<file path="src/rtl/envelope_voice_mixer.sv">
// Envelope-scaled voice mixer: snapshots all voices on sample_tick, accumulates
// sample*amplitude one voice per clock, then shifts and saturates one mixed sample.
module envelope_voice_mixer #(
    parameter int NUM_VOICES  = 4,
    parameter int SAMPLE_BITS = 12,
    parameter int OUT_BITS    = 12,
    parameter int MIX_SHIFT   = 0
) (
    input  logic                              clk,
    input  logic                              rst,
    input  logic                              sample_tick,
    input  logic [NUM_VOICES*SAMPLE_BITS-1:0] voice_sample,
    input  logic [NUM_VOICES*8-1:0]           voice_amplitude,
    input  logic [NUM_VOICES-1:0]             voice_enable,
    output logic [OUT_BITS-1:0]               mix_out,
    output logic                              mix_valid,
    output logic                              busy,
    output logic                              overrun
);

    localparam int PW = SAMPLE_BITS + 9;
    localparam int AW = PW + $clog2(NUM_VOICES);
    localparam int SW = (AW > OUT_BITS + 1) ? AW : OUT_BITS + 1;
    localparam int IW = (NUM_VOICES > 1) ? $clog2(NUM_VOICES) : 1;
    localparam int SH = 8 + MIX_SHIFT;
    localparam logic [IW-1:0] LAST_IDX = IW'(NUM_VOICES - 1);
    localparam logic signed [SW-1:0] MAX_V = {{(SW-OUT_BITS+1){1'b0}}, {(OUT_BITS-1){1'b1}}};
    localparam logic signed [SW-1:0] MIN_V = {{(SW-OUT_BITS+1){1'b1}}, {(OUT_BITS-1){1'b0}}};

    typedef enum logic [1:0] {
        S_IDLE  = 2'd0,
        S_MAC   = 2'd1,
        S_DRAIN = 2'd2,
        S_DONE  = 2'd3
    } state_t;

    state_t state;
    state_t next_state;
    logic   start;
    logic   ovr_set;

    logic [NUM_VOICES*SAMPLE_BITS-1:0] snap_sample;
    logic [NUM_VOICES*8-1:0]           snap_amp;
    logic [NUM_VOICES-1:0]             snap_en;
    logic [IW-1:0]                     idx;
    logic signed [PW-1:0]              prod;
    logic signed [AW-1:0]              acc;

    logic signed [SAMPLE_BITS-1:0]     cur_sample;
    logic [7:0]                        cur_amp;
    logic                              cur_en;
    logic signed [PW-1:0]              prod_next;
    logic signed [SW-1:0]              sum_full;
    logic signed [SW-1:0]              shifted;
    logic [OUT_BITS-1:0]               sat_val;

    always_ff @(posedge clk) begin
        if (rst) begin
            state <= S_IDLE;
        end else begin
            state <= next_state;
        end
    end

    // DONE is the cycle mix_valid is shown; a tick there starts the next mix at once.
    always_comb begin
        next_state = state;
        start      = 1'b0;
        ovr_set    = 1'b0;
        case (state)
            S_IDLE: begin
                if (sample_tick) begin
                    start      = 1'b1;
                    next_state = S_MAC;
                end
            end
            S_MAC: begin
                ovr_set = sample_tick;
                if (idx == LAST_IDX) begin
                    next_state = S_DRAIN;
                end
            end
            S_DRAIN: begin
                ovr_set    = sample_tick;
                next_state = S_DONE;
            end
            S_DONE: begin
                if (sample_tick) begin
                    start      = 1'b1;
                    next_state = S_MAC;
                end else begin
                    next_state = S_IDLE;
                end
            end
            default: next_state = S_IDLE;
        endcase
    end

    always_comb begin
        cur_sample = snap_sample[int'(idx)*SAMPLE_BITS +: SAMPLE_BITS];
        cur_amp    = snap_amp[int'(idx)*8 +: 8];
        cur_en     = snap_en[idx];
        prod_next  = '0;
        if (cur_en) begin
            prod_next = PW'(cur_sample) * PW'($signed({1'b0, cur_amp}));
        end
    end

    // The final product is folded in combinationally so the result registers at the end of DRAIN.
    always_comb begin
        sum_full = SW'(acc) + SW'(prod);
        shifted  = sum_full >>> SH;
        if (shifted > MAX_V) begin
            sat_val = MAX_V[OUT_BITS-1:0];
        end else if (shifted < MIN_V) begin
            sat_val = MIN_V[OUT_BITS-1:0];
        end else begin
            sat_val = shifted[OUT_BITS-1:0];
        end
    end

    always_ff @(posedge clk) begin
        if (rst) begin
            snap_sample <= '0;
            snap_amp    <= '0;
            snap_en     <= '0;
            idx         <= '0;
            prod        <= '0;
            acc         <= '0;
            mix_out     <= '0;
            mix_valid   <= 1'b0;
            busy        <= 1'b0;
            overrun     <= 1'b0;
        end else begin
            mix_valid <= 1'b0;
            busy      <= (next_state == S_MAC) || (next_state == S_DRAIN);
            if (ovr_set) begin
                overrun <= 1'b1;
            end
            if (start) begin
                snap_sample <= voice_sample;
                snap_amp    <= voice_amplitude;
                snap_en     <= voice_enable;
                idx         <= '0;
                prod        <= '0;
                acc         <= '0;
            end
            if (state == S_MAC) begin
                prod <= prod_next;
                acc  <= acc + AW'(prod);
                if (idx != LAST_IDX) begin
                    idx <= idx + 1'b1;
                end
            end
            if (state == S_DRAIN) begin
                acc       <= acc + AW'(prod);
                mix_out   <= sat_val;
                mix_valid <= 1'b1;
            end
        end
    end

endmodule

</file>
<file path="config.mk">
export PLATFORM = sky130hd
export DESIGN_NAME = envelope_voice_mixer
export DESIGN_NICKNAME = d
export VERILOG_FILES = /design/src/rtl/envelope_voice_mixer.sv
export SDC_FILE = /design/constraint.sdc
export NUM_CORES = 1
export LEC_CHECK = 0
export BUFFER_PORTS_ARGS = -buffer_cell sky130_fd_sc_hd__buf_2
export CORE_AREA = 2 2 165 167
export CTS_BUF_LIST = sky130_fd_sc_hd__clkbuf_2 sky130_fd_sc_hd__clkbuf_4 sky130_fd_sc_hd__clkbuf_8
export DETAILED_ROUTE_END_ITERATION = 10
export DIE_AREA = 0 0 167 169
export PLACE_DENSITY = 0.59
export SLEW_MARGIN = 20
export SYNTH_ARGS = -nofsm -noshare
export SYNTH_HDL_FRONTEND = slang
export SYNTH_SLANG_ARGS = --single-unit
</file>
<file path="constraint.sdc">
create_clock -name clk -period 5.5 [get_ports clk]
set_clock_uncertainty 0.15 [all_clocks]
set_input_delay 0.825 -clock clk [delete_from_list [all_inputs] [get_ports clk]]
set_output_delay 0.825 -clock clk [all_outputs]
set_load 0.005 [all_outputs]
</file>
**Yosys cells after proc, flatten, opt, wreduce, memory -nomap -nowiden**

Cells that the tools add are included.

- Reductions and logical operators: 6
- Mux-type cells: 21
- Order comparisons: 3
- Bitwise gates (word level): 0
- Equality and inequality tests: 7
- $add $sub $neg: 2
- Shift operators: 2
- Multipliers: 2
- Div/mod/pow operators: 0

Operator list:

| operator | number |
|---|---|
| 23-bit 2-to-1 mux | 3 |
| 21-bit 2-to-1 mux | 3 |
| 48-bit by 7-bit indexed part select with 12-bit output | 1 |
| 32-bit by 6-bit indexed part select with 8-bit output | 1 |
| 12-bit 2-to-1 mux | 2 |
| 23-bit by 21-bit adder with 23-bit output | 1 |
| 12-bit by 9-bit multiplier with 21-bit output | 1 |
| 15-bit by 12-bit > comparator with 1-bit output (second input constant) | 1 |
| 15-bit by 12-bit less-than comparator with 1-bit output (second input constant) | 1 |
| 2-bit 2-to-1 mux | 5 |
| 2-bit == test (second input constant) | 4 |
| 2-bit one-hot mux with 4 select lines | 1 |
| 1-bit 2-to-1 mux | 6 |
| 2-bit by 1-bit == test with 1-bit output (second input constant) | 2 |
| 2-bit by 2-bit multiplier with 4-bit output (second input constant) | 1 |
| 2-bit OR reduction | 2 |
| 2-bit by 3-bit less-than comparator with 1-bit output (second input constant) | 1 |
| 3-bit nonzero test | 1 |
| 2-bit by 1-bit adder with 2-bit output (second input constant) | 1 |
| 1-bit binary-select mux with 2-bit select | 1 |
| 2-bit logical NOT | 1 |
| 2-bit != test (second input constant) | 1 |
| 2-bit nonzero test | 1 |
| 1-bit logical OR | 1 |

- Memory bits (read-only): 0
- Bits of input ports: 87
- Output and inout bits: 15
- Word-level logic and storage cells: 54
- Register bits after elaboration: 147
- Latch bits: 0
- RAM bits: 0
- Memories kept: 0

**Longest topological paths before layout**

- Depth after elaboration: 6
- Depth in mapped cells: 23
- Gate-level depth less buffers: 21

**Least setup slack after synthesis**

OpenSTA, ideal clock, no wires.

- Path type: flip-flop to flip-flop
- From: reg idx[0]
- To: reg prod[20]
- Period minus slack after synthesis: 5921 ps
- Stages on the path, launching flop included: 21
- Required time: 5218 ps
- Setup slack: -421 ps
- Path buffers: 2
- Setup time: 132 ps
- Arrival time: 5639 ps
- Cell sequence: dfxtp_1 -> buf_1 -> mux4_2 -> clkbuf_1 -> nand2_1 -> fa_1 -> inv_1 -> fa_1 -> fa_1 -> inv_1 -> fa_1 -> inv_1 -> ha_1 -> or2_2 -> a21oi_1 -> a211oi_1 -> o21ai_0 -> a311oi_1 -> o21a_1 -> o21ai_0 -> a21oi_1

- Word-level cells in the longest chain between the ends: 5
- Elaborated cells between the ends (all ways): 8
- Classes of those cells: 2 x mul; 2 x shift; 4 x mux

Ends and longest elaborated chain:

| element | line | source |
|---|---|---|
| start: declaration | 45 | `logic [IW-1:0] idx;` |
| start signal: assignment | 152 | `idx <= idx + 1'b1;` |
| 2-bit by 2-bit multiplier with 4-bit output | 100 | `cur_sample = snap_sample[int'(idx)*SAMPLE_BITS +: SAMPLE_BITS];` |
| 48-bit by 7-bit indexed part select with 12-bit output | 100 |  |
| 12-bit by 9-bit multiplier with 21-bit output | 105 | `prod_next = PW'(cur_sample) * PW'($signed({1'b0, cur_amp}));` |
| 21-bit 2-to-1 mux * | 104 | `if (cur_en) begin` |
| 21-bit 2-to-1 mux * | 148 | `if (state == S_MAC) begin` |
| end signal: assignment | 149 | `prod <= prod_next;` |
| end: declaration | 46 | `logic signed [PW-1:0] prod;` |

Every way passes the cells marked *; elsewhere a longest branch is shown, timed or not. The select of a mux whose other input is x is not followed.
A chain may end at the register's enable or synchronous reset.

**Worst setup path in the final report**

Ends and elaborated chain as after synthesis.

==> impl_metrics.py <==
metrics = {
    "cells_and_area": {
        "antenna_cells": 0,
        "stdcell_count": 1713,
        "utilization_pct": 47.7,
        "area_growth_pct": 21.5,
        "fin_nets": 1594,
        "layout-drive-gt1-share_pct": 24.2,
        "fillers": 2585,
    },
    "critical_path": {
        "cp.required_ps": 5670,
        "critPathMaxFanout": 8,
        "cp.arrival_ps": 5570,
        "crit_type": "flip-flop to flip-flop",
        "crit_path_start_kind": "flip-flop",
        "r2r_cells": 19,
        "end_kind": "flip-flop",
        "rr_startpoint": "idx[0]$_SDFF_PP0_",
        "r2r-end": "prod[20]$_SDFFE_PP0P_",
        "regToRegSetupSlack_ps": 90,
    },
    "floorplan": {
        "start_util_pct": 39.3,
        "dieHeight_um": 169,
        "placementRows": 60,
        "dieArea_mm2": 0.0282,
        "io_pins": 102,
        "die-width_um": 167,
        "coreArea_mm2": 0.0265,
    },
    "drt": {
        "wl_um": 25600,
        "viasPerCell": 5.05,
        "m1WireLength_um": 12200,
        "vias": 8656,
        "drc": 0,
        "first_pass_iters": 5,
        "top_layer_used": "met4",
        "drtAntennaViolNets": 0,
        "met2_length_um": 12300,
        "drtIter0Drc": 423,
        "detail_route.wl_per_cell_um": 15.0,
        "routed-wl-met3_um": 813,
    },
    "logic_synthesis": {
        "syn_inst": 1216,
        "ys_seq_elements": 147,
        "ys_types": 66,
        "synth_fp_nets": 1451,
        "synth_area_mm2": 0.0104,
        "seq_area_frac_synth_pct": 28.3,
        "synthArstFlopShare_pct": 0,
        "ys.flop_type": "dfxtp_1",
        "synth_enable_flop_cells": 0,
        "syn_avg_cell_area_um2": 8.56,
        "synth_warnings": 0,
    },
    "run": {
        "maxCapViolCount": 0,
    },
    "placement": {
        "dpl.cell_count": 1652,
        "dp_hpwl_um": 18700,
        "gp_congestion": 0.841,
        "numPortBuffers": 101,
    },
    "clock_tree": {
        "clock_latency_ps": 470,
        "clk_pin_slew_ps": 100,
        "holdBufCountCts": 0,
        "cts_tree": "done",
        "numCtsBuffers": 17,
        "h-tree-depth": 4,
        "cts_root_buf": "clkbuf_8",
        "clockBufferDepth": 2,
        "cts_sinks": 147,
    },
    "timing": {
        "slew_violations": 0,
        "min_period_ps": 5410,
        "period_share_pct": 98.3,
        "timing.fmax_ghz": 0.185,
        "setup-violations-final": 0,
        "slew_headroom_pct": 40.5,
        "rsz0062_at_grt": "true",
        "hold_viol": 0,
        "tightestPinTransition_ps": 892,
    },
    "status": {
        "outcome": "complete, no violations",
    },
    "global_routing": {
        "grt_max_degree": 88,
        "antenna_found_initial": 0,
        "grt_overflow": 0,
        "grt_pass1_wl_um": 42600,
        "grt_pass1_vias": 8695,
        "grt_use_total_pct": 18.4,
    },
    "power_and_ir_drop": {
        "peakVddDrop_mv": 0.120,
        "p_per_area_mw_per_mm2": 204,
        "power_leakage_uw": 0.00567,
    },
    "min_path": {
        "min-delay-start": "snap_sample[23]$_SDFFE_PP0P_",
        "min_to": "snap_sample[23]$_SDFFE_PP0P_",
        "min_delay_path_depth": 2,
        "hold_path_class": "flip-flop to flip-flop",
    },
}
stage by stage:
step / worst slack, ps / total power (µW) / TNS, ps / cell area, µm² / hold slack (ps)
floorplan: 2.41 / 1450 / 0 / 10400 / 280
global placement: -76.4 / 1620 / -92.8 / 11600 / 289
detailed placement: -133 / 1630 / -203 / 11600 / 297
CTS: -3.95 / 2550 / -3.95 / 12100 / 310
global route: -200 / 2730 / -454 / 12700 / 329
finish: 93.9 / 2590 / 0 / 12700 / 308
cell usage in the layout, fill, tap and decap left out, types with 6 or more instances in the layout:
master,n
a211oi_1,7
a211oi_2,12
a21o_1,9
a21oi_1,115
a22oi_1,34
and2_1,47
buf_12,6
buf_2,100
buf_4,68
buf_6,8
clkbuf_8,17
dfxtp_1,146
fa_1,75
ha_1,56
ha_4,11
inv_1,114
inv_2,21
mux4_2,21
nand2_1,236
nand2_2,10
nand2b_1,9
nand3_1,9
nor2_1,65
nor3_1,7
o21a_1,7
o21ai_0,10
o21ai_1,10
xnor2_1,22
xor2_1,11
Yosys cell counts (8+ instances only):
master	n	area [µm²]
a22oi_1	34	255
fa_1	79	1580
nor2_1	66	248
dfxtp_1	147	2940
a211oi_1	9	67.6
a21oi_1	119	596
a211oi_2	10	125
o21ai_0	13	65.1
inv_1	134	503
nand3_1	10	50.1
nand2b_1	12	75.1
nand2_1	246	923
nor3_1	8	40.0
and2_1	51	319
a21o_1	9	67.6
xnor2_1	22	193
o21ai_1	8	40.0
clkbuf_1	51	191
xor2_1	11	96.3
mux4_2	21	473
ha_1	69	863
state kept, by name (all words and copies together) (netlist names):
name and count:
mix_out 12, busy 1, prod 21, state 2, snap_sample 48, idx 2
snap_amp 32, mix_valid 1, acc 23, snap_en 4, overrun 1
kinds of logic (layout without fill, tap and decap cells):
group	after synthesis	count (layout)	share of synthesized area (%)
buffers and inverters	196	352	7.22
and+or+nand+nor	419	419	17.7
AOI/OAI and AO/OA	250	250	15.9
DFF	147	147	28.3
xor gates and xnor gates	33	33	2.78
adders and majority gates	148	148	23.5
muxes	23	23	4.73
per-layer routing:
layer / track usage, % / vias up
met5: 0 / -
met4: 4.01 / 0
met3: 2.74 / 17
met2: 31.1 / 141
met1: 24.9 / 4192
li1: - / 4306
what timing repair did:
action                     CTS  global route
setup buffers                7            19
cloned                       1             2
setup endpoints to repair    4             9
pin swaps                    3            72
resized for setup            9            78
power breakdown:
group,leakage [µW],switching (µW),internal (µW),total (µW)
Sequential,0.00120,24.5,1110,1130
Combinational,0.00426,302,249,551
Clock,0.000210,513,390,903
Total,0.00567,840,1750,2590
critical path, stage by stage (launching register included):
cell and delay, ps:
dfxtp_4 410, buf_12 120, buf_16 140, mux4_2 580, and2_4 180, fa_1 500, buf_4 160, fa_1 550
inv_1 90, fa_1 510, fa_1 550, inv_1 40, ha_1 310, a21o_1 200, a21oi_4 160, o21a_1 190
a311oi_4 60, o21a_1 200, o21ai_1 110, a21oi_1 70
cell type report:
| class | count | area [µm²] | area share [%] |
|---|---|---|---|
| inverters | 135 | 507 | 4.01 |
| repair buffers | 185 | 1300 | 10.3 |
| clock inverters | 15 | 186 | 1.47 |
| well taps | 341 | 427 | 3.37 |
| flip-flops and latches | 147 | 2950 | 23.3 |
| clock buffers | 17 | 234 | 1.85 |
| multi-input cells | 873 | 7050 | 55.7 |
how the worst max path moves through the flow:
stage                                 start                     to  slack (ps)  cells after the start
after floorplan           idx[0]$_SDFF_PP0_  prod[20]$_SDFFE_PP0P_           2                     21
after global placement    idx[0]$_SDFF_PP0_  prod[20]$_SDFFE_PP0P_         -80                     21
after detailed placement  idx[0]$_SDFF_PP0_  prod[20]$_SDFFE_PP0P_        -130                     19
after CTS                 idx[0]$_SDFF_PP0_  prod[20]$_SDFFE_PP0P_          -4                     20
after global routing      idx[0]$_SDFF_PP0_  prod[20]$_SDFFE_PP0P_        -200                     24
final                     idx[0]$_SDFF_PP0_  prod[20]$_SDFFE_PP0P_          90                     19
Power figures use the tool's default switching activity.
